--- config.mk ---
export PLATFORM = sky130hd
export DESIGN_NAME = controle_mult
export DESIGN_NICKNAME = d
export VERILOG_FILES = /design/src/rtl/controle_mult.sv
export SDC_FILE = /design/constraint.sdc
export NUM_CORES = 1
export LEC_CHECK = 0
export CAP_MARGIN = 10
export CORE_ASPECT_RATIO = 1.25
export CORE_MARGIN = 3
export CORE_UTILIZATION = 25
export CTS_BUF_LIST = sky130_fd_sc_hd__clkbuf_16
export CTS_CLUSTER_DIAMETER = 30
export DETAILED_ROUTE_END_ITERATION = 16
export PLACE_DENSITY = 0.59
export SLEW_MARGIN = 20
export SYNTH_ARGS = -nofsm -noshare
export SYNTH_HDL_FRONTEND = slang
export SYNTH_SLANG_ARGS = --single-unit
--- constraint.sdc ---
create_clock -name clock -period 1.65 [get_ports clock]
set_clock_uncertainty 0.1 [all_clocks]
set_input_delay 0.33 -clock clock [delete_from_list [all_inputs] [get_ports clock]]
set_output_delay 0.33 -clock clock [all_outputs]
set_load 0.01 [all_outputs]
--- src/rtl/controle_mult.sv ---
// Sequencer for the X/Y/Z register + ALU datapath: one ADD, SUB or
// shift-and-add MUL per accepted start pulse.
module controle_mult #(
  parameter int unsigned NBITS = 8,
  parameter int unsigned CW    = 4
) (
  input  logic          clock,
  input  logic          reset,
  input  logic          start,
  input  logic [1:0]    op,
  input  logic          y_lsb,
  input  logic          y_zero,
  output logic [2:0]    tx,
  output logic [2:0]    ty,
  output logic [2:0]    tz,
  output logic [1:0]    tula,
  output logic          sel_b,
  output logic          busy,
  output logic          done,
  output logic [2:0]    estado,
  output logic [CW-1:0] contador
);

  localparam logic [2:0] CmdClear  = 3'd0;
  localparam logic [2:0] CmdLoad   = 3'd1;
  localparam logic [2:0] CmdHold   = 3'd2;
  localparam logic [2:0] CmdShiftl = 3'd3;
  localparam logic [2:0] CmdShiftr = 3'd4;

  localparam logic [CW-1:0] LastIter = CW'(NBITS - 1);

  typedef enum logic [2:0] {
    StIdle  = 3'd0,
    StLoadA = 3'd1,
    StLoadB = 3'd2,
    StAlu   = 3'd3,
    StMtest = 3'd4,
    StMshift = 3'd5,
    StDone  = 3'd6
  } state_e;

  state_e          state_q, state_d;
  logic [CW-1:0]   cnt_q, cnt_d;
  logic [1:0]      op_q, op_d;

  always_ff @(posedge clock) begin
    if (reset) begin
      state_q <= StIdle;
      cnt_q   <= '0;
      op_q    <= 2'd0;
    end else begin
      state_q <= state_d;
      cnt_q   <= cnt_d;
      op_q    <= op_d;
    end
  end

  always_comb begin
    state_d = state_q;
    cnt_d   = cnt_q;
    op_d    = op_q;
    tx      = CmdHold;
    ty      = CmdHold;
    tz      = CmdHold;
    tula    = 2'd0;
    sel_b   = 1'b0;
    done    = 1'b0;

    case (state_q)
      StIdle: begin
        if (start) begin
          if (op == 2'd3) begin
            state_d = StDone;
          end else begin
            state_d = StLoadA;
            op_d    = op;
            cnt_d   = '0;
          end
        end
      end
      StLoadA: begin
        tx      = CmdLoad;
        tz      = CmdClear;
        state_d = StLoadB;
      end
      StLoadB: begin
        ty      = CmdLoad;
        state_d = (op_q == 2'd2) ? StMtest : StAlu;
      end
      StAlu: begin
        tula    = {1'b0, op_q[0]};
        sel_b   = 1'b0;
        tz      = CmdLoad;
        state_d = StDone;
      end
      StMtest: begin
        if (y_zero) begin
          // Remaining multiplier bits are all zero: nothing left to add.
          state_d = StDone;
        end else begin
          if (y_lsb) begin
            tula  = 2'd0;
            sel_b = 1'b1;
            tz    = CmdLoad;
          end
          state_d = StMshift;
        end
      end
      StMshift: begin
        tx      = CmdShiftl;
        ty      = CmdShiftr;
        cnt_d   = cnt_q + 1'b1;
        state_d = (cnt_q == LastIter) ? StDone : StMtest;
      end
      StDone: begin
        done    = 1'b1;
        state_d = StIdle;
      end
      default: state_d = StIdle;
    endcase
  end

  assign busy     = (state_q != StIdle);
  assign estado   = state_q;
  assign contador = cnt_q;

endmodule

Word level (Yosys, flattened, before mapping). Cells that the tools add are included.

$lt $le $gt $ge: 0. Reductions and logical operators: 5. Bitwise logic cells: 1. Multiplexer cells: 19. $mul: 0. Divide/modulo/power cells: 0. Equal/unequal tests: 11. Add/sub/neg operators: 1. Shift-type cells: 0.

Operators with widths (count): $pmux 3 s6 (1); $eq 3x3->1 const B (3); $mux 3 (3); $mux 2 (4); $mux 4 (2); $pmux 4 s2 (1); $eq 3x2->1 const B (2); $pmux 2 s3 (1); $pmux 3 s2 (1); $reduce_and 3->1 (2); $mux 1 (5); $add 4x1->4 const B (1); $eq 2x2->1 const B (2); $eq 4x3->1 const B (1); $ne 2x2->1 const B (2); $pmux 2 s2 (1); $eq 3x1->1 const B (1); $logic_not 3->1 (1); $reduce_bool 3->1 (1); $reduce_bool 2->1 (1); $not 1->1 (1).

Memories kept: 0. RAM bits: 0. Bits in latches: 0. Logic and storage cells: 40. Bits in registers: 9. Output and inout bits: 21. Input port bits: 7. ROM bits: 0.

Logic depth before layout (Yosys ltp).
Word-level depth: 4. Gate-level depth with buffers: 4. Mapped depth without buffers: 4.

Worst setup path before layout. No wires, ideal clock.

Path type: reg-to-output. Start: register state_q[2], in the netlist estado[2]. End: output port tz[0]. Data arrival time: 1.276 ns. Path slack: -0.056 ns. Required time: 1.220 ns. Cell stages (with the launch flop): 5. Path buffers: 1. Cell sequence: dfxtp_1 buf_2 nand2_1 nor4_2 a21o_1.

Word-level cells in the longest chain between the ends: 2. Elaborated cells on any way between the ends: 4. Classes of those cells: eq/ne: 3; mux: 1.

RTL lines: from (decl) (line 42) `state_e state_q, state_d;`; from (signal assigned) (line 48) `state_q <= StIdle;`; from (signal assigned) (line 52) `state_q <= state_d;`; $eq 3x3->1, or another cell as far along (line 69) `case (state_q)`; $pmux 2 s3 (*) (line 69); to (decl) (line 15) `output logic [2:0] tz,`.

Every way passes the cells marked *; elsewhere a longest branch is shown, timed or not.

Final worst setup path. Ends and elaborated chain as after synthesis.

==> results by group <==
Status
  – Status: finished, violations left
  – Failing checks: negative setup slack

Synthesis
  – Syn_area_per_cell: 8.074 um2
  – Most common cell in the netlist: dfxtp_1
  – Post-synth EDFFs: 0
  – Top_reg_cell synth: dfxtp_1
  – Async SR Flop Fraction: 0
  – Netlist Area Pre-Place: approximately 610 um2
  – Sequential area share after synthesis: 0.2975
  – Commonest cells in the netlist: dfxtp_1, a21oi_1, nor2_1
  – Number of library cell types mapped by synthesis: 38
  – Yosys Warn Count: 0
  – Ranking of synthesized cells by area: dfxtp_1, a21oi_1, and3b_1
  – Area share of the largest cell type after synthesis: 0.2975
  – Cells after synthesis: 75
  – Synth area leader: dfxtp_1
  – Post-synthesis register bit count: 9

Cells and area
  – # diodes: 0
  – Post-route core utilization: 0.5247
  – Final nets: 135
  – Post-route cell area: between 1000 and 1500 um2
  – Area Growth Syn to Fin: 95.66%
  – Share of layout cells above drive strength 1: 0.3968

Power and ir drop
  – Worst VDD drop: 0.0008076 V
  – Leak Pwr: 0.6063 nW
  – Sw power: 0.6910 mW
  – Switching part of the total: 0.3509
  – Comb pwr share: 0.609
  – Clk pwr share: 0.210
  – Power per Cell Area: 1662 nW/um2
  – Flop pwr share: 0.182
  – Pint: 1.278 mW

Setup path
  – Worst reg-to-reg path cell count: 6
  – Critical path class: register to primary output
  – R2r setup slk: 0.01 ns
  – Critical Path Source Type: register
  – Nature of the critical path endpoint: primary output
  – Worst path arrival time: 1.26 ns
  – RR Endpoint: estado[1]
  – Worst Path Required: 1.22 ns
  – Critical-path maximum fanout: 4
  – Reg2reg start: estado[0]

Clock network
  – CTS Root Cell: clkbuf_16
  – CTS buffer count: 3
  – Reg clk slew, reported paths: 0.04 ns
  – Sink Count: 9
  – H-tree Lvls: 1
  – CTS tree: yes
  – Max clock buf depth: 2
  – Clk Latency, worst-skew pair: 0.23 ns
  – Hold Buf Count CTS: 0

Min path
  – Min-delay src: contador[3]
  – Hold Path End: contador[3]
  – Hold Path Class: register to register
  – Hold path depth: 2

GRT
  – Vias in the first global route: 785
  – Largest net degree at the start of global routing: 13
  – First-pass GRT wire length: 3.312 mm
  – Antenna violations before repair: 0
  – GR Overflow Total: 0
  – GRT Util Overall: 0.1395

Timing
  – Setup ws final: -0.03538 ns
  – Final Max Slew Viols: 0
  – Final count of negative-setup-slack endpoints: 1
  – Final hold vios: 0
  – Fin crit share: 1.021
  – Period minus WS final: between 1.5 and 2 ns
  – RSZ-0062 raised after global routing: true
  – FMAX: 593.3 MHz

Placement
  – DP Area: 1027 um2
  – IO Port Bufs: 24
  – Worst slack, placed: -0.5227 ns
  – Routability-driven placement congestion ratio: 0.8005
  – Hpwl dp: 1.409 mm

Detailed routing
  – WL per Instance: between 10 and 15 um
  – Vias per cell: 4.790
  – DR iter-0 viols: 14
  – Routed vias: 752
  – Final wirelength: 2.022 mm
  – Antenna Nets Post-Route: 0
  – DRC violations left: 0
  – First drt pass iteration count: 4

Floorplan
  – I/O pin total: 28
  – Die W: 50.02 um
  – Core area: 2258 um2
  – DIE HEIGHT: 61.03 um
  – Die area: 3052 um2
  – Starting Density: 0.2681
  – FP Rows: 19

Flow run
  – Max cap viols: 0
## per-stage QoR
stage                     cells  setup TNS [ns]  power (mW)  hold slack (ns)
after floorplan              77               0      0.7750           0.2991
after global placement      146          -2.173       1.416           0.3844
after detailed placement    146          -2.388       1.420           0.3924
after CTS                   152        -0.09588       1.846           0.4049
after global routing        157         -0.1176       2.092           0.4549
final                       157        -0.03538       1.969           0.4032
## power by group through the flow
stage                     clock network (mW)  registers [mW]  logic (mW)
after floorplan                            0           0.344       0.431
after global placement                     0           0.330        1.09
after detailed placement                   0           0.329        1.09
after CTS                              0.422           0.358        1.07
after global routing                   0.430           0.367        1.29
final                                  0.413           0.358        1.20
## layout make-up
cell class	instances	area, um2
inverter	4	15.01
clock buffer	3	75.07
tap	31	38.79
fill	216	1074
clock inverter	1	3.754
multi-input combinational	58	415.4
sequential	9	191.4
timing repair buffer	51	445.4
## cell families (layout without fill, tap and decap cells)
logic type	Yosys count	in the layout	synth area share
xor+xnor	2	2	0.02893
flops	9	9	0.2975
compound gates	21	21	0.2232
simple gates	31	31	0.3389
other cells	1	3	0.006192
fa+ha+maj	1	1	0.02066
buf+inv	10	59	0.08470
## worst max-delay path by stage
| stage | startpoint | end | slack (ns) | depth (start not counted) |
|---|---|---|---|---|
| 2_1_floorplan | estado[0] | ty[1] | 0.01 | 4 |
| 3_3_place_gp | y_zero | tz[0] | -0.45 | 4 |
| 3_5_place_dp | y_zero | tz[0] | -0.52 | 4 |
| 4_1_cts | estado[1] | tz[0] | -0.06 | 5 |
| 5_1_grt | estado[2] | tz[0] | -0.09 | 5 |
| 6_report | estado[2] | tz[0] | -0.04 | 5 |
## state kept, by name, indices dropped and copies added (netlist names)
register	cells
estado	3
contador	4
op_q	2
## cell usage in the layout (no fill, tap or decap), types with 2 or more instances in the layout
cell type and count:
nor2_1 5, dlymetal6s2s_1 3, clkbuf_16 3, buf_6 5, nand4_1 2, nand2b_1 3, clkdlybuf4s50_1 5, xor2_1 2
buf_2 3, dfxtp_1 6, nand2_1 2, clkbuf_2 3, and3b_1 3, dlygate4sd2_1 7, nor2b_1 2, o21ai_0 5
buf_4 22, a21oi_1 6, conb_1 3, inv_1 4, dfxtp_4 3
## routing by layer
metal	wire length, um	track usage
met1	803	0.1647
met2	1051	0.2369
met3	117	0.02906
met4	50	0.07905
met5	0	0
## critical path, stage by stage, from the launching register on
cell and delay, ns:
dfxtp_4 0.38, nand2_4 0.05, nor4_4 0.23, buf_4 0.17, a21o_1 0.09, buf_6 0.10
## timing repair
action / 4_1_cts / 5_1_grt
gates cloned: 0 / 0
setup buffers: 2 / 5
pin swaps: 2 / 2
resized for setup: 48 / 14
endpoints found under the setup margin: 18 / 15
Power figures use the tool's default switching activity.
==> variant: new RTL, same settings <==
Set the parameter `CW` to 8 (it was 4).
--- a/src/rtl/controle_mult.sv
+++ b/src/rtl/controle_mult.sv
@@ -4,3 +4,3 @@
   parameter int unsigned NBITS = 8,
-  parameter int unsigned CW    = 4
+  parameter int unsigned CW    = 8
 ) (
Ports: changed (resized contador); port bits go from 28 to 32. No check against the original RTL was run, so the function may have changed too.
==> variant against the original RTL <==
  * The flow still finishes with violations (negative setup slack)
  * Sequential cell count up 4
  * Via count up 1.1%
  * Synthesized cell count is 20% higher
  * Power shrank 28%
  * Maximum frequency decreased by 2.6%
  * Design area grew 9.1%
  * Hold slack worse by 8.2 ps
  * Critical path depth up 1
  * Die area is 23% higher
  * Synthesized area increased by 26%
  * Routed wire length fell by 0.64%
  * Sequential power up 8.4%
  * First-iteration DRC count decreased by 36%
  * Setup slack worse by 45 ps
  * Largest power group unchanged
==> variant: results (changes against the original RTL) <==
| Metric | Value |
|---|---|
| Status | finished, violations left |
| Failing checks | negative setup slack |
| Int Pwr | 992 uW (-22%) |
| Via count | 760 (+1.1%) |
| DP Cell Count | 158 (+8.2%) |
| Largest net degree at the start of global routing | 10 (-3) |
| Syn Area/Cell | 8.47 um^2 (+4.9%) |
| Inverters | 2 (-2) |
| GRT Resource Usage Total | 0.117 (-0.0222) |
| CTS resizes | 51 (+6.3%) |
| Placer congestion estimate | 0.793 (-0.97%) |
| Initial DRC count | 9 (-5) |
| Clock-cell share | 0.0610 (-0.00554) |
| Fillcell total | 298 (+38%) |
| R2R depth | 7 (+1) |
| FFs & Latches | 13 (+4) |
| Seq. pwr | 388 uW (+8.4%) |
| Fin worst setup slack | -80.9 ps (-45.5 ps) |
| Drt via density | 4.55 (-5.0%) |
| Multi-In Gates | 70 (+21%) |
| DP Worst Slack | -457 ps (+66.0 ps) |
| Footprint of the multi-input gates | 497 um^2 (+20%) |
| Synth cell types | 34 (-11%) |
| Data buffer area share | 0.304 (-0.0720) |
| Setup violators final | 3 (+2) |
| Post-synth top cells | nor2_1, dfxtp_1, nand2_1 |
==> variant: cell count changes in the layout (fill, tap and decap cells not counted), moves of 3 or more <==
cell / change
buf_4: -9
nand2_1: +8
nor2_1: +7
xnor2_1: +6
o21ai_0: -4
clkdlybuf4s50_1: +3
nor3_1: +3
==> variant: per-stage QoR <==
| stage | util | TNS, ps | total power [mW] | cell area (um^2) |
|---|---|---|---|---|
| final | 0.464 | -139 | 1.41 | 1290 |
| after global routing | 0.464 | -337 | 1.50 | 1290 |
| after CTS | 0.445 | -58.7 | 1.37 | 1240 |
| after detailed placement | 0.405 | -1910 | 0.887 | 1130 |
| after global placement | 0.405 | -1790 | 0.878 | 1130 |
| after floorplan | - | 0 | 0.628 | 769 |
==> variant: layer usage <==
metal,up-vias,share of wire,global-route usage
met4,0,0.026,0.0760
met2,25,0.52,0.216
met3,5,0.059,0.0344
li1,385,-,-
met1,345,0.40,0.115
met5,-,0,0
